$ cat config.mk
export PLATFORM = sky130hd
export DESIGN_NAME = piso_serializer
export DESIGN_NICKNAME = d
export VERILOG_FILES = /design/src/rtl/piso_pkg.sv /design/src/rtl/piso_gap_counter.sv /design/src/rtl/piso_serializer.sv
export SDC_FILE = /design/constraint.sdc
export NUM_CORES = 1
export LEC_CHECK = 0
export BUFFER_PORTS_ARGS = -buffer_cell sky130_fd_sc_hd__buf_2
export CORE_MARGIN = 2
export CORE_UTILIZATION = 45
export DETAILED_ROUTE_END_ITERATION = 8
export PLACE_DENSITY = 0.66
export RECOVER_POWER = 50
export SLEW_MARGIN = 10
export SYNTH_ARGS = -nofsm -noshare
export SYNTH_HDL_FRONTEND = slang
export SYNTH_SLANG_ARGS = --single-unit
$ cat constraint.sdc
create_clock -name clk -period 1.6 [get_ports clk]
set_input_delay 0.08 -clock clk [delete_from_list [all_inputs] [get_ports clk]]
set_output_delay 0.08 -clock clk [all_outputs]
set_load 0.01 [all_outputs]
$ cat src/rtl/piso_pkg.sv
`default_nettype none
// piso_pkg: shared state encoding and counter-width helpers for piso_serializer.
package piso_pkg;

  typedef enum logic [1:0] {
    IDLE  = 2'd0,
    SHIFT = 2'd1,
    GAP   = 2'd2
  } state_t;

  function automatic int bit_cnt_width(input int width);
    return ($clog2(width) > 1) ? $clog2(width) : 1;
  endfunction

  function automatic int gap_cnt_width(input int gap);
    return ($clog2(gap + 1) > 1) ? $clog2(gap + 1) : 1;
  endfunction

endpackage
`default_nettype wire

$ cat src/rtl/piso_gap_counter.sv
`default_nettype none
// piso_gap_counter: load/decrement idle-gap counter, done while the count is zero.
module piso_gap_counter #(
  parameter int CW = 1
) (
  input  logic          clk,
  input  logic          rst,
  input  logic          load,
  input  logic [CW-1:0] load_val,
  input  logic          dec,
  output logic          done
);

  logic [CW-1:0] count;

  always_ff @(posedge clk) begin
    if (rst)
      count <= '0;
    else if (load)
      count <= load_val;
    else if (dec && (count != '0))
      count <= count - 1'b1;
  end

  assign done = (count == '0);

endmodule
`default_nettype wire

$ cat src/rtl/piso_serializer.sv
`default_nettype none
// piso_serializer: valid/ready parallel word in, one registered bit per clock out,
// with frame-start strobe and optional idle gap between words.
module piso_serializer
  import piso_pkg::*;
#(
  parameter int WIDTH      = 8,
  parameter int GAP_CYCLES = 0,
  parameter bit MSB_FIRST  = 1'b1
) (
  input  logic             clk,
  input  logic             rst,
  input  logic [WIDTH-1:0] in_data,
  input  logic             in_valid,
  output logic             in_ready,
  output logic             serial_out,
  output logic             bit_valid,
  output logic             frame_start,
  output logic             busy
);

  localparam int            BW       = bit_cnt_width(WIDTH);
  localparam logic [BW-1:0] LAST_IDX = BW'(WIDTH - 1);

  state_t           state;
  logic [WIDTH-1:0] shreg;
  logic [BW-1:0]    bit_cnt;
  logic             last_bit;
  logic             accept;
  logic             gap_done;

  assign last_bit = (state == SHIFT) && (bit_cnt == '0);
  // With no gap the next word may be taken on the last bit, giving a bubble-free stream.
  assign in_ready = !rst && ((state == IDLE) || ((GAP_CYCLES == 0) && last_bit));
  assign accept   = in_valid && in_ready;
  assign busy     = (state != IDLE);

  generate
    if (GAP_CYCLES > 0) begin : g_gap
      localparam int GW = gap_cnt_width(GAP_CYCLES);
      piso_gap_counter #(.CW(GW)) u_gap_counter (
        .clk     (clk),
        .rst     (rst),
        .load    (last_bit),
        .load_val(GW'(GAP_CYCLES - 1)),
        .dec     (state == GAP),
        .done    (gap_done)
      );
    end else begin : g_no_gap
      assign gap_done = 1'b1;
    end
  endgenerate

  always_ff @(posedge clk) begin
    if (rst) begin
      state       <= IDLE;
      shreg       <= '0;
      bit_cnt     <= '0;
      serial_out  <= 1'b0;
      bit_valid   <= 1'b0;
      frame_start <= 1'b0;
    end else if (accept) begin
      state       <= SHIFT;
      shreg       <= in_data;
      bit_cnt     <= LAST_IDX;
      serial_out  <= MSB_FIRST ? in_data[WIDTH-1] : in_data[0];
      bit_valid   <= 1'b1;
      frame_start <= 1'b1;
    end else begin
      frame_start <= 1'b0;
      case (state)
        SHIFT: begin
          if (bit_cnt != '0) begin
            shreg      <= MSB_FIRST ? (shreg << 1) : (shreg >> 1);
            bit_cnt    <= bit_cnt - 1'b1;
            serial_out <= MSB_FIRST ? shreg[WIDTH-2] : shreg[1];
            bit_valid  <= 1'b1;
          end else begin
            state      <= (GAP_CYCLES != 0) ? GAP : IDLE;
            serial_out <= 1'b0;
            bit_valid  <= 1'b0;
          end
        end
        GAP: begin
          if (gap_done)
            state <= IDLE;
          serial_out <= 1'b0;
          bit_valid  <= 1'b0;
        end
        default: begin
          state      <= IDLE;
          serial_out <= 1'b0;
          bit_valid  <= 1'b0;
        end
      endcase
    end
  end

endmodule
`default_nettype wire

==> summary.md, run 1 <==
| Metric | Value |
|---|---|
| Setup TNS | 0 ns |
| Final-layout fill cell count | 153 |
| Number of max-cap violations | 0 |
| I/O Pins | 16 |
| Layout area overhead | 10.53% |
| Final setup fails | 0 |
| Critical path arrival | 1.38 ns |
| Layout cells sized above 1 | 0.3765 |
| CTS tree | yes |
| Final GP Congestion | 0.6466 |
| Maximum vdd drop | 0.4650 mV |
| Share of the clock period used by the worst path | 0.9100 |
| Ant. Diodes | 0 |
| DIE AREA | 1978 µm² |
| RSZ-0062 raised after global routing | false |
| Multi-input gate area in the final layout | 364.1 µm² |
| Post-CTS resize count | 0 |
| Initial antenna violation count | 0 |
| GRT Resource Usage Total | 0.1587 |
| Worst-path clk slew | 0.08 ns |
| Post-route ant nets | 0 |
| Die W | 44.47 µm |
| Startpoint types | flip-flop |
| Worst skew pair latency | 0.27 ns |
| Crit Path Class | flip-flop to primary output |
| Iteration-0 DRC Markers | 6 |
| Number of global-route vias before repair | 541 |
| Post-synthesis cell area | 737.0 µm² |
| P_leak | 0.3290 nW |
| Vias/cell | 5.455 |
| PwrDens | 961.3 nW/µm² |
| Setup Skew | 0.0007458 ns |
| Starting Density | 0.4836 |
| Rel. slew slack | 0.6914 |
| CP endpoint kind | primary output |
| DR pass1 iterations | 4 |
| Routed WL per cell | 13.10 µm |
| Pins over their slew limit | 0 |
| Sequential share of the synthesized area | 0.3803 |
| Worst Hold Class | input port to flip-flop |
| Hold_ws | 0.07652 ns |
| Mapped Nets | 83 |
| Synth unique cells | 26 |
| Critical Path RT | 1.52 ns |
| Final WL | 1323 µm |
| Core area | 1524 µm² |
| Ys Warns | 0 |
| Root Driver | clkbuf_4 |
| Residual DRC | 0 |
| Die height | 44.47 µm |
| Clock buffer depth | 2 |
| Fin crit period | 1.456 ns |
| Status | finished, final reports clean |
| Clock sink count | 14 |
| Least-Margin Pin Slew | 0.4629 ns |
| Global route total overflow | 0 |
| Number of core rows | 14 |
| CTS H-tree lvls | 1 |
| Largest net degree at the start of global routing | 21 |
| Syn avg cell area | 10.53 µm² |
| Port Buffers | 15 |
| CP Max Fanout | 3 |
| Fin. Hold Viols | 0 |
| Num CTS Buffers | 3 |
| Via count | 551 |
| Fin nets | 100 |
| Syn Inst Count | 70 |
| Seq. cell area | 280.3 µm² |
| #FFs+latches synth | 14 |
| Final HPWL DP | 898 µm |
| First-pass GRT wire length | 2221 µm |
| Max Clock Freq | 686.8 MHz |
-- where the power goes --
part	switching [mW]	internal [mW]	total [mW]	leakage, nW
logic	0.101	0.0891	0.190	0.199
clock network	0.106	0.0871	0.193	0.0138
registers	0.0183	0.381	0.399	0.116
-- flip-flops by register name (all words and copies together) (netlist names) --
name and flops:
bit_cnt 3, serial_out 1, state 1, bit_valid 1
frame_start 1, shreg 7
-- routing by layer --
metal | share of wire | up-vias | GRT usage
li1 | - | 282 | -
met1 | 0.44 | 255 | 0.1771
met2 | 0.50 | 12 | 0.2609
met3 | 0.043 | 2 | 0.02857
met4 | 0.011 | 0 | 0.1273
met5 | 0 | - | 0
-- critical path, cell delays in order, from the launching register on --
cell,delay (ns)
dfxtp_1,0.38
inv_1,0.08
ha_1,0.23
nand2b_2,0.08
and2_4,0.15
nor2_1,0.04
buf_2,0.15
-- path summary, 6_finish.rpt --
| path | slack, ns | to | depth (start not counted) | start |
|---|---|---|---|---|
| min reg2reg | 0.46 | shreg[3] | 2 | shreg[2] |
| min | 0.08 | shreg[0] | 3 | in_data[0] |
| max reg2reg | 0.15 | bit_cnt[1] | 6 | bit_cnt[0] |
| max | 0.14 | in_ready | 6 | bit_cnt[0] |
-- cells by family (layout without fill, tap and decap cells) --
kind of cell | after synthesis | after routing | share of synthesized area
AO/OA/AOI/OAI | 22 | 22 | 0.3107
buffers and inverters | 16 | 31 | 0.1188
AND/OR/NAND/NOR | 15 | 15 | 0.1426
flip-flops | 14 | 14 | 0.3803
adder cells (fa/ha/maj) | 2 | 2 | 0.03395
multiplexers | 1 | 1 | 0.01358
-- per-stage QoR --
step	worst slack, ns	power (mW)	cell area, µm²	instances	util
floorplan	0.3625	0.5655	737.0	70	-
global placement	0.1953	0.5928	789.5	96	0.5181
detailed placement	0.1545	0.5982	789.5	96	0.5181
CTS	0.1060	0.8049	827.0	101	0.5427
global route	0.06356	0.8296	814.5	101	0.5345
finish	0.1441	0.7830	814.5	101	0.5345
-- synthesized netlist by cell type --
cell type,n,area (µm²)
a211oi_1,4,30.03
a211oi_2,6,75.07
a21o_1,1,7.510
a21o_2,1,8.760
a21oi_1,1,5.000
a221oi_1,2,17.52
a221oi_2,4,60.06
and2_4,1,8.760
buf_1,1,3.750
buf_2,1,5.000
buf_4,1,7.510
buf_6,3,33.78
dfxtp_1,14,280.3
ha_1,2,25.02
inv_1,10,37.54
mux2i_1,1,10.01
nand2_1,1,3.750
nand2b_4,1,13.76
nand3_1,2,10.01
nor2_1,1,3.750
nor2b_1,6,37.54
nor3_1,1,5.000
nor3_2,1,10.01
nor3b_2,1,12.51
o21a_1,2,15.01
o311a_1,1,10.01
-- final cells by class --
type                            count  share of cell area
Multi-Input combinational cell     40              0.4470
Sequential cell                    14              0.3441
Timing Repair Buffer               18              0.1106
Inverter                           10             0.04608
Clock buffer                        3             0.02765
Tap cell                           16             0.02458
-- placed cells by master, fill, tap and decap left out, types with 2 or more instances in the layout --
master,netlist,final
dfxtp_1,14,14
a221oi_2,4,4
clkbuf_1,0,4
buf_4,1,2
ha_1,2,2
a211oi_2,6,6
o21a_1,2,2
clkbuf_4,0,3
buf_2,1,12
nand3_1,2,2
a211oi_1,4,4
a221oi_1,2,2
nor2b_1,6,6
inv_1,10,10
-- repair_timing --
item / in CTS / in global routing
hold buffers: 0 / 0
endpoints found under the setup margin: 1 / 0
setup buffers: 2 / 0
hold endpoints to repair: 0 / 0
(Power assumes the default switching activity.)
==> inputs of run 2 (changes only) <==
- GPL_TIMING_DRIVEN: not set -> 0
==> summary.md, run 2 (synthesis results as in run 1) <==
| Metric | Value |
|---|---|
| Starting Density | 0.4836 (unchanged) |
| DIE AREA | 1978 µm² (unchanged) |
| CTS tree | yes (unchanged) |
| Final GP Congestion | 0.7444 (was 0.6466) |
| CP endpoint kind | primary output (unchanged) |
| Layout cells sized above 1 | 0.3956 (was 0.3765) |
| Fin crit period | 1.486 ns (was 1.456 ns) |
| RSZ-0062 raised after global routing | false (unchanged) |
| Port Buffers | 15 (unchanged) |
| Ant. Diodes | 0 (unchanged) |
| Num CTS Buffers | 3 (unchanged) |
| RR Endpoint | shreg[4] (was bit_cnt[1]) |
| Number of global-route vias before repair | 523 (was 541) |
| Routed WL per cell | 12.37 µm (was 13.10 µm) |
| Clock buffer depth | 2 (unchanged) |
| Slowest cell delay on critical path | 0.35 ns (was 0.38 ns) |
| Global route total overflow | 0 (unchanged) |
| Die height | 44.47 µm (unchanged) |
| PwrDens | 936.2 nW/µm² (was 961.3 nW/µm²) |
| DR pass1 iterations | 4 (unchanged) |
| R2R depth | 6 (unchanged) |
| P_leak | 0.3573 nW (was 0.3290 nW) |
| Final-layout fill cell count | 151 (was 153) |
| Fin util | 0.5591 (was 0.5345) |
| Biggest register | shreg (unchanged) |
| Top flop regs | shreg: 7 flops, bit_cnt: 3 flops (unchanged) |
| Final setup fails | 0 (unchanged) |
| CTS H-tree lvls | 1 (unchanged) |
| Root Driver | clkbuf_4 (unchanged) |
| Initial antenna violation count | 0 (unchanged) |
| Worst skew pair latency | 0.27 ns (about the same) |
| Via count | 570 (was 551) |
| GRT Resource Usage Total | 0.1571 (was 0.1587) |
| Layout area overhead | 15.62% (was 10.53%) |
| Pins over their slew limit | 0 (unchanged) |
| Critical path arrival | 1.41 ns (was 1.38 ns) |
| Hold path startpoint | rst (was in_data[0]) |
| Largest net degree at the start of global routing | 14 (was 21) |
| CP Max Fanout | 7 (was 3) |
| Hold Path Stages | 2 (was 3) |
| Status | finished, final reports clean (unchanged) |
| Worst-path clk slew | 0.08 ns (about the same) |
| Worst Hold Class | input port to flip-flop (unchanged) |
| Number of max-cap violations | 0 (unchanged) |
| I/O Pins | 16 (unchanged) |
| Iteration-0 DRC Markers | 1 (was 6) |
| Startpoint types | flip-flop (unchanged) |
| Least-Margin Pin Slew | 0.5832 ns (was 0.4629 ns) |
| Hold-fix buffers, CTS | 0 (unchanged) |
| Setup TNS | 0 ns (unchanged) |
| First-pass GRT wire length | 2180 µm (was 2221 µm) |
| Final HPWL DP | 935 µm (was 898 µm) |
| Critical Path RT | 1.52 ns (about the same) |
| Number of core rows | 14 (unchanged) |
| Setup Skew | 0.001942 ns (was 0.0007458 ns) |
| Final WL | 1324 µm (was 1323 µm) |
| Critical Path, Cell by Cell | inv_1 -> ha_1 -> nand2b_4 -> and2_4 -> nor2_1 -> buf_2 (was inv_1 -> ha_1 -> nand2b_2 -> and2_4 -> nor2_1 -> buf_2) |
| Most frequent cells in the layout | dfxtp_1 (13), buf_2 (12), inv_1 (10), nor2b_1 (6), a211oi_2 (6) (was dfxtp_1 (14), buf_2 (12), inv_1 (10), nor2b_1 (6), a211oi_2 (6)) |
| Crit Path Class | flip-flop to primary output (unchanged) |
| Vias/cell | 5.327 (was 5.455) |
| Core area | 1524 µm² (unchanged) |
| Post-route ant nets | 0 (unchanged) |
| Fin. Hold Viols | 0 (unchanged) |
| Reg2reg setup slack | 0.14 ns (was 0.15 ns) |
| Die W | 44.47 µm (unchanged) |
| Residual DRC | 0 (unchanged) |
| Share of the clock period used by the worst path | 0.9287 (was 0.9100) |
| Clock sink count | 14 (unchanged) |
| Worst Hold Path EP | frame_start (was shreg[0]) |
| Maximum vdd drop | 0.6120 mV (was 0.4650 mV) |
| Commonest non-fill, non-tap cell in the layout | dfxtp_1 (unchanged) |
| Slowest stage cell, crit path | dfxtp_2 (was dfxtp_1) |
| Max reg flops | 7 (unchanged) |
| Rel. slew slack | 0.6112 (was 0.6914) |
| FF-to-FF Start | bit_cnt[0] (unchanged) |
| Max Clock Freq | 673.0 MHz (was 686.8 MHz) |
| Fin nets | 106 (was 100) |
## run 2: cell count changes in the layout (fill, tap and decap cells not counted)
cell	before	now
buf_4	2	5
buf_6	0	1
a221oi_1	2	3
nand2b_4	0	1
nor3_1	1	2
nand2b_2	1	0
dfxtp_2	0	1
nor3_2	1	0
buf_1	0	1
a221oi_2	4	3
dfxtp_1	14	13
clkbuf_2	0	1
## run 2: metal layers
layer	global-route usage	wire, µm	vias to the layer above
met5	0	0	-
met4	0.1091	34	0
met3	0.02857	56	5
met2	0.2522	626	15
met1	0.1875	606	258
li1	-	-	292
## run 2: what timing repair did
action,CTS,global route
buffers inserted,0,4
gates resized for setup,1,0
endpoints found under the setup margin,1,1
## run 2: where the power goes
| group | internal, mW | switching, mW |
|---|---|---|
| combinational | 0.101 | 0.105 |
| sequential | 0.382 | 0.0167 |
| clock | 0.0872 | 0.106 |
| total | 0.570 | 0.228 |
## run 2: layout make-up
type                            count  area, µm²  area share
Buffer                              5      32.53     0.03818
Timing Repair Buffer               19      100.1      0.1175
Sequential cell                    14      281.5      0.3304
Multi-Input combinational cell     40      357.8      0.4200
Tap cell                           16      20.02     0.02349
Clock buffer                        3      22.52     0.02643
Inverter                           10      37.54     0.04405
## run 2: metrics by stage
| step | cell area, µm² | hold slack, ns | std cells | power, mW | setup slack (ns) |
|---|---|---|---|---|---|
| floorplan | 737.0 | 0.1495 | 70 | 0.5655 | 0.3625 |
| global placement | 832.0 | 0.3034 | 101 | 0.6111 | 0.2287 |
| detailed placement | 832.0 | 0.3081 | 101 | 0.6175 | 0.2088 |
| CTS | 844.6 | 0.008856 | 103 | 0.8088 | 0.004221 |
| global route | 852.1 | 0.01313 | 107 | 0.8457 | 0.02363 |
| finish | 852.1 | 0.004803 | 107 | 0.7977 | 0.1141 |
## run 2: worst max path at each step
stage / slack [ns] / end / from
after global routing: 0.02 / shreg[4] / bit_cnt[0]
after CTS: 0.004 / in_ready / bit_cnt[0]
final: 0.11 / in_ready / bit_cnt[0]
after global placement: 0.23 / in_ready / bit_cnt[0]
after floorplan: 0.36 / shreg[2] / bit_cnt[0]
after detailed placement: 0.21 / in_ready / bit_cnt[0]
## run 2: critical path, delay by kind of cell, from the launching register on
family | cells | cell delay, ns
simple gates | 3 | 0.31
fa+ha+maj | 1 | 0.25
buf+inv | 2 | 0.22
flops | 1 | 0.35
